===== src/rtl/scan_ctrl_pkg.sv =====
// scan_ctrl_pkg: shared state encoding, scan-enable levels and counter sizing for the scan chain driver.
package scan_ctrl_pkg;
  typedef enum logic [1:0] {IDLE, SHIFT, CAPTURE, DONE} scan_state_e;
  localparam logic SE_SHIFT = 1'b1;
  localparam logic SE_FUNC  = 1'b0;
  function automatic int cnt_width(input int len);
    return $clog2(len + 1);
  endfunction
endpackage


===== src/rtl/scan_chain_shift_ctrl_sreg.sv =====
// scan_chain_shift_ctrl_sreg: parallel-load right shift register whose serial output is bit 0.
module scan_chain_shift_ctrl_sreg #(
  parameter int W = 32
) (
  input  logic         clk_i,
  input  logic         rn_i,
  input  logic         load_i,
  input  logic         shift_i,
  input  logic [W-1:0] d_i,
  output logic         ser_o
);
  logic [W-1:0] q_q, q_d;
  always_comb q_d = load_i ? d_i : shift_i ? q_q >> 1 : q_q;
  always_ff @(posedge clk_i or negedge rn_i)
    if (!rn_i) q_q <= '0;
    else       q_q <= q_d;
  assign ser_o = q_q[0];
endmodule


===== src/rtl/scan_chain_shift_ctrl.sv =====
// scan_chain_shift_ctrl: loads a parallel pattern into a scan chain through SE/SI while unloading
// the previous chain contents from SO, with an optional single functional capture cycle.
module scan_chain_shift_ctrl
  import scan_ctrl_pkg::*;
#(
  parameter int CHAIN_LEN = 32
) (
  input  logic                 CLK,
  input  logic                 RN,
  input  logic                 start,
  input  logic                 cap_req,
  input  logic [CHAIN_LEN-1:0] pattern,
  input  logic                 so,
  output logic                 se,
  output logic                 si,
  output logic                 busy,
  output logic                 done,
  output logic [CHAIN_LEN-1:0] resp
);
  localparam int CNT_W = cnt_width(CHAIN_LEN);
  localparam logic [CHAIN_LEN-1:0] ONE = CHAIN_LEN'(1);
  scan_state_e state_q, state_d;
  logic [CNT_W-1:0] cnt_q, cnt_d;
  logic se_q, se_d, si_q, si_d, cap_q, cap_d;
  logic [CHAIN_LEN-1:0] resp_q, resp_d, bit_sel;
  logic load, shift, ser, last;
  // si already carries pattern[0] from the accept edge, so the register holds the remaining bits
  scan_chain_shift_ctrl_sreg #(.W(CHAIN_LEN)) u_sreg (
    .clk_i  (CLK),
    .rn_i   (RN),
    .load_i (load),
    .shift_i(shift),
    .d_i    (pattern >> 1),
    .ser_o  (ser)
  );
  assign last    = cnt_q == CNT_W'(CHAIN_LEN - 1);
  assign bit_sel = ONE << cnt_q;
  always_comb begin
    state_d = state_q;
    cnt_d   = cnt_q;
    se_d    = se_q;
    si_d    = si_q;
    cap_d   = cap_q;
    resp_d  = resp_q;
    load    = 1'b0;
    shift   = 1'b0;
    case (state_q)
      IDLE: begin
        se_d = SE_FUNC;
        si_d = 1'b0;
        if (start) begin
          load    = 1'b1;
          cap_d   = cap_req;
          cnt_d   = '0;
          si_d    = pattern[0];
          se_d    = SE_SHIFT;
          state_d = SHIFT;
        end
      end
      SHIFT: begin
        shift  = 1'b1;
        resp_d = so ? resp_q | bit_sel : resp_q & ~bit_sel;
        if (last) begin
          cnt_d   = '0;
          se_d    = SE_FUNC;
          si_d    = 1'b0;
          state_d = cap_q ? CAPTURE : DONE;
        end else begin
          cnt_d = cnt_q + CNT_W'(1);
          si_d  = ser;
        end
      end
      CAPTURE: state_d = DONE;
      DONE:    state_d = IDLE;
      default: state_d = IDLE;
    endcase
  end
  always_ff @(posedge CLK or negedge RN)
    if (!RN) begin
      state_q <= IDLE;
      cnt_q   <= '0;
      se_q    <= SE_FUNC;
      si_q    <= 1'b0;
      cap_q   <= 1'b0;
      resp_q  <= '0;
    end else begin
      state_q <= state_d;
      cnt_q   <= cnt_d;
      se_q    <= se_d;
      si_q    <= si_d;
      cap_q   <= cap_d;
      resp_q  <= resp_d;
    end
  assign se   = se_q;
  assign si   = si_q;
  assign busy = state_q != IDLE;
  assign done = state_q == DONE;
  assign resp = resp_q;
endmodule

===== config.mk =====
export PLATFORM = sky130hd
export DESIGN_NAME = scan_chain_shift_ctrl
export DESIGN_NICKNAME = d
export VERILOG_FILES = /design/src/rtl/scan_ctrl_pkg.sv /design/src/rtl/scan_chain_shift_ctrl_sreg.sv /design/src/rtl/scan_chain_shift_ctrl.sv
export SDC_FILE = /design/constraint.sdc
export NUM_CORES = 1
export LEC_CHECK = 0
export BUFFER_PORTS_ARGS = -buffer_cell sky130_fd_sc_hd__buf_2
export CORE_ASPECT_RATIO = 2
export CORE_MARGIN = 2
export CORE_UTILIZATION = 30
export DETAILED_ROUTE_END_ITERATION = 6
export GPL_ROUTABILITY_DRIVEN = 0
export GPL_TIMING_DRIVEN = 0
export PLACE_DENSITY = 0.46
export SYNTH_ARGS = -nofsm -noshare
export SYNTH_HDL_FRONTEND = slang
export SYNTH_SLANG_ARGS = --single-unit

===== constraint.sdc =====
create_clock -name CLK -period 4.55 [get_ports CLK]
set_clock_uncertainty 0.2 [all_clocks]
set_input_delay 0.91 -clock CLK [delete_from_list [all_inputs] [get_ports CLK]]
set_output_delay 0.91 -clock CLK [all_outputs]
set_load 0.01 [all_outputs]

==> flow_metrics.env <==
export IMPL_final_cells=561
export IMPL_numCtsBuffers=9
export IMPL_post_cts_resized=0
export IMPL_place_ws_ns=2.27
export IMPL_ys_seq_elements=74
export IMPL_grt_overflow_total=0
export IMPL_ys_types=37
export IMPL_yosys_warnings=0
export IMPL_fin_nets=458
export IMPL_fillers=1198
export IMPL_clock_latency_ns=0.33
export IMPL_final_setup_viol_count=0
export IMPL_wl_per_cell_um=14.8
export IMPL_grt_max_degree=47
export IMPL_clk_pin_slew_worst_paths_ns=0.06
export IMPL_fp_dieW_um=81.2
export IMPL_final_hold_viol_count=0
export IMPL_via_per_inst=4.74
export IMPL_cts_buffer_depth=2
export IMPL_start_util_pct=30.6
export IMPL_grtUsageTotal_pct=13.9
export IMPL_rsz0062_at_grt="no"
export IMPL_regArea_um2=1850
export IMPL_syn_nets=374
export IMPL_synthCells=327
export IMPL_first_iter_violations=63
export IMPL_synth_compound_area_share_pct=8.00
export IMPL_postCtsHoldBufs=0
export IMPL_worst_slack_ns=1.94
export IMPL_crit_path_start_kind="flip-flop"
export IMPL_synth_xor_area_share_pct=0
export IMPL_worstMarginPinSlew_ns=0.471
export IMPL_synthSimpleGateAreaFrac_pct=13.5
export IMPL_cap_violations=0
export IMPL_io_buffers=72
export IMPL_antenna_found_initial=0
export IMPL_dp_cells=545
export IMPL_leakage_nw=1.95
export IMPL_syn_area_um2=3580
export IMPL_syn_area_per_cell_um2=10.9
export IMPL_synthMuxAreaShare_pct=19.6
export IMPL_cts_sinks=74
export IMPL_grt_pass1_wl_um=13400
export IMPL_ant_nets=0
export IMPL_cp_end_kind="primary output"
export IMPL_hpwl_um=6310
export IMPL_synth_adder_area_share_pct=3.50
export IMPL_cts_setup_buffers=0
export IMPL_ir_drop_v=0.000219
export IMPL_antenna_cells=0
export IMPL_grt_pass1_vias=2693
export IMPL_drive_gt1_share_pct=34.1
export IMPL_p_total_mw=2.73
export IMPL_powerDensity_nw_per_um2=613
export IMPL_num_io_pins=73
export IMPL_dieArea_um2=12900
export IMPL_routed_wl_um=8310
export IMPL_final_core_util_pct=38.1
export IMPL_yosysSeqAreaShare_pct=51.7
export IMPL_crit_type="reg -> out"
export IMPL_finalCritPeriodShare_pct=57.4
export IMPL_cts_tree="built"
export IMPL_cp_arrival_ns=1.50
export IMPL_timing_fmax_ghz=0.383
export IMPL_multiInputGateArea_um2=1600
export IMPL_cts_root_buf="clkbuf_16"
export IMPL_hold_class="reg -> reg"
export IMPL_syn2layout_area_growth_pct=24.5
export IMPL_route_detailed_drc=0
export IMPL_final_max_slew_viol_count=0
export IMPL_run_status="finished, final reports clean"
export IMPL_fin_crit_ns=2.61
export IMPL_drt_first_pass_iters=4
export IMPL_dr_total_vias=2661
export IMPL_setup_tns_ns=0
export IMPL_required_ns=3.44
export IMPL_rows=56
export IMPL_synth_top_family_by_area="multiplexers"
export IMPL_die_h_um=158
export IMPL_max_slew_margin_rel_pct=67.7
export IMPL_core_um2=11700
export IMPL_critPathMaxFanout=7
export IMPL_htreeDepth=3
==> logic make-up (layout without fill, tap and decap cells) <==
family / count (synthesis) / in the layout
AOI/OAI and AO/OA: 51 / 51
adders and majority gates: 10 / 10
buffers and inverters: 27 / 116
DFF: 74 / 74
muxes: 66 / 66
and+or+nand+nor: 99 / 99
==> power breakdown <==
group | switching, mW | total [mW] | internal [mW]
clock network | 0.269 | 0.722 | 0.453
registers | 0.132 | 1.03 | 0.897
logic | 0.537 | 0.982 | 0.445
total | 0.938 | 2.73 | 1.80
==> worst paths after layout <==
check                                     startpoint                         end  slack, ns  depth (start not counted)
min reg2reg                u_sreg.q_q[0]$_DFFE_PN0P_              si$_DFFE_PN0P_       0.29                          2
min in group asynchronous                         RN  asynchronous set/reset pin       0.31                          1
max reg2reg                   state_q[1]$_DFFE_PN0P_                   flip-flop       2.42                          7
max in group asynchronous                         RN  u_sreg.q_q[13]$_DFFE_PN0P_       3.27                          2
max                           state_q[0]$_DFFE_PN0P_                        busy       1.94                          4
min                        u_sreg.q_q[0]$_DFFE_PN0P_              si$_DFFE_PN0P_       0.29                          2
==> metrics by stage <==
step	hold slack (ns)	area, um^2
2_1_floorplan	0.249	3580
3_3_place_gp	0.283	4120
3_5_place_dp	0.285	4150
4_1_cts	0.301	4460
5_1_grt	0.313	4460
6_report	0.295	4460
==> worst max-delay path, stage by stage (launching register included) <==
cell     delay (ns)
dfrtp_1        0.44
inv_1          0.11
ha_1           0.30
inv_1          0.15
buf_2          0.17
==> routing by layer <==
metal / routed length [um] / GRT usage (%)
met3: 262 / 1.87
met1: 3250 / 15.4
met5: 0 / 0
met2: 4630 / 25.5
met4: 172 / 6.54
==> cell usage in the layout, fill, tap and decap left out, types with 2 or more instances in the layout <==
master,synthesis,routed
buf_2,8,79
dfrtp_1,74,74
nand2_1,60,60
o21ai_0,38,38
mux2_2,32,32
mux2i_1,32,32
nand3_1,13,13
ha_1,10,10
clkbuf_16,0,9
inv_1,8,8
clkbuf_1,5,6
buf_4,5,6
nor2_1,6,6
nor2b_1,3,3
nand2b_4,2,2
nor3_4,2,2
nand2b_1,2,2
a31oi_1,2,2
nor3_1,2,2
a21oi_1,2,2
nor2_4,2,2
mux2_1,2,2
nor4_1,2,2
clkbuf_8,0,2
clkinvlp_4,0,2
==> area by class of cell <==
type                    instances  share of cell area, %
flip-flops and latches         74                   41.5
clock inverters                 4                   1.12
plain buffers                  19                   2.25
repair buffers                 73                   8.76
clock buffers                  12                   5.75
inverters                       8                  0.674
multi-input cells             226                   35.8
well taps                     145                   4.07
==> cell usage after synthesis <==
cell type	n	area, um^2
a211o_1	1	8.76
a211oi_1	1	7.51
a21oi_1	2	10.0
a22oi_1	1	7.51
a31o_2	1	8.76
a31oi_1	2	12.5
a32o_1	1	10.0
a41oi_1	1	8.76
and2_1	1	6.26
buf_1	1	3.75
buf_2	8	40.0
buf_4	5	37.5
clkbuf_1	5	18.8
dfrtp_1	74	1850
ha_1	10	125
inv_1	8	30.0
mux2_1	2	22.5
mux2_2	32	360
mux2i_1	32	320
nand2_1	60	225
nand2_2	1	6.26
nand2b_1	2	12.5
nand2b_4	2	27.5
nand3_1	13	65.1
nor2_1	6	22.5
nor2_2	1	6.26
nor2_4	2	22.5
nor2b_1	3	18.8
nor3_1	2	10.0
nor3_4	2	32.5
nor3b_1	1	7.51
nor4_1	2	12.5
o21a_1	1	7.51
o21ai_0	38	190
o22a_1	1	8.76
o22ai_1	1	6.26
or4_1	1	7.51
Power figures use the tool's default switching activity.
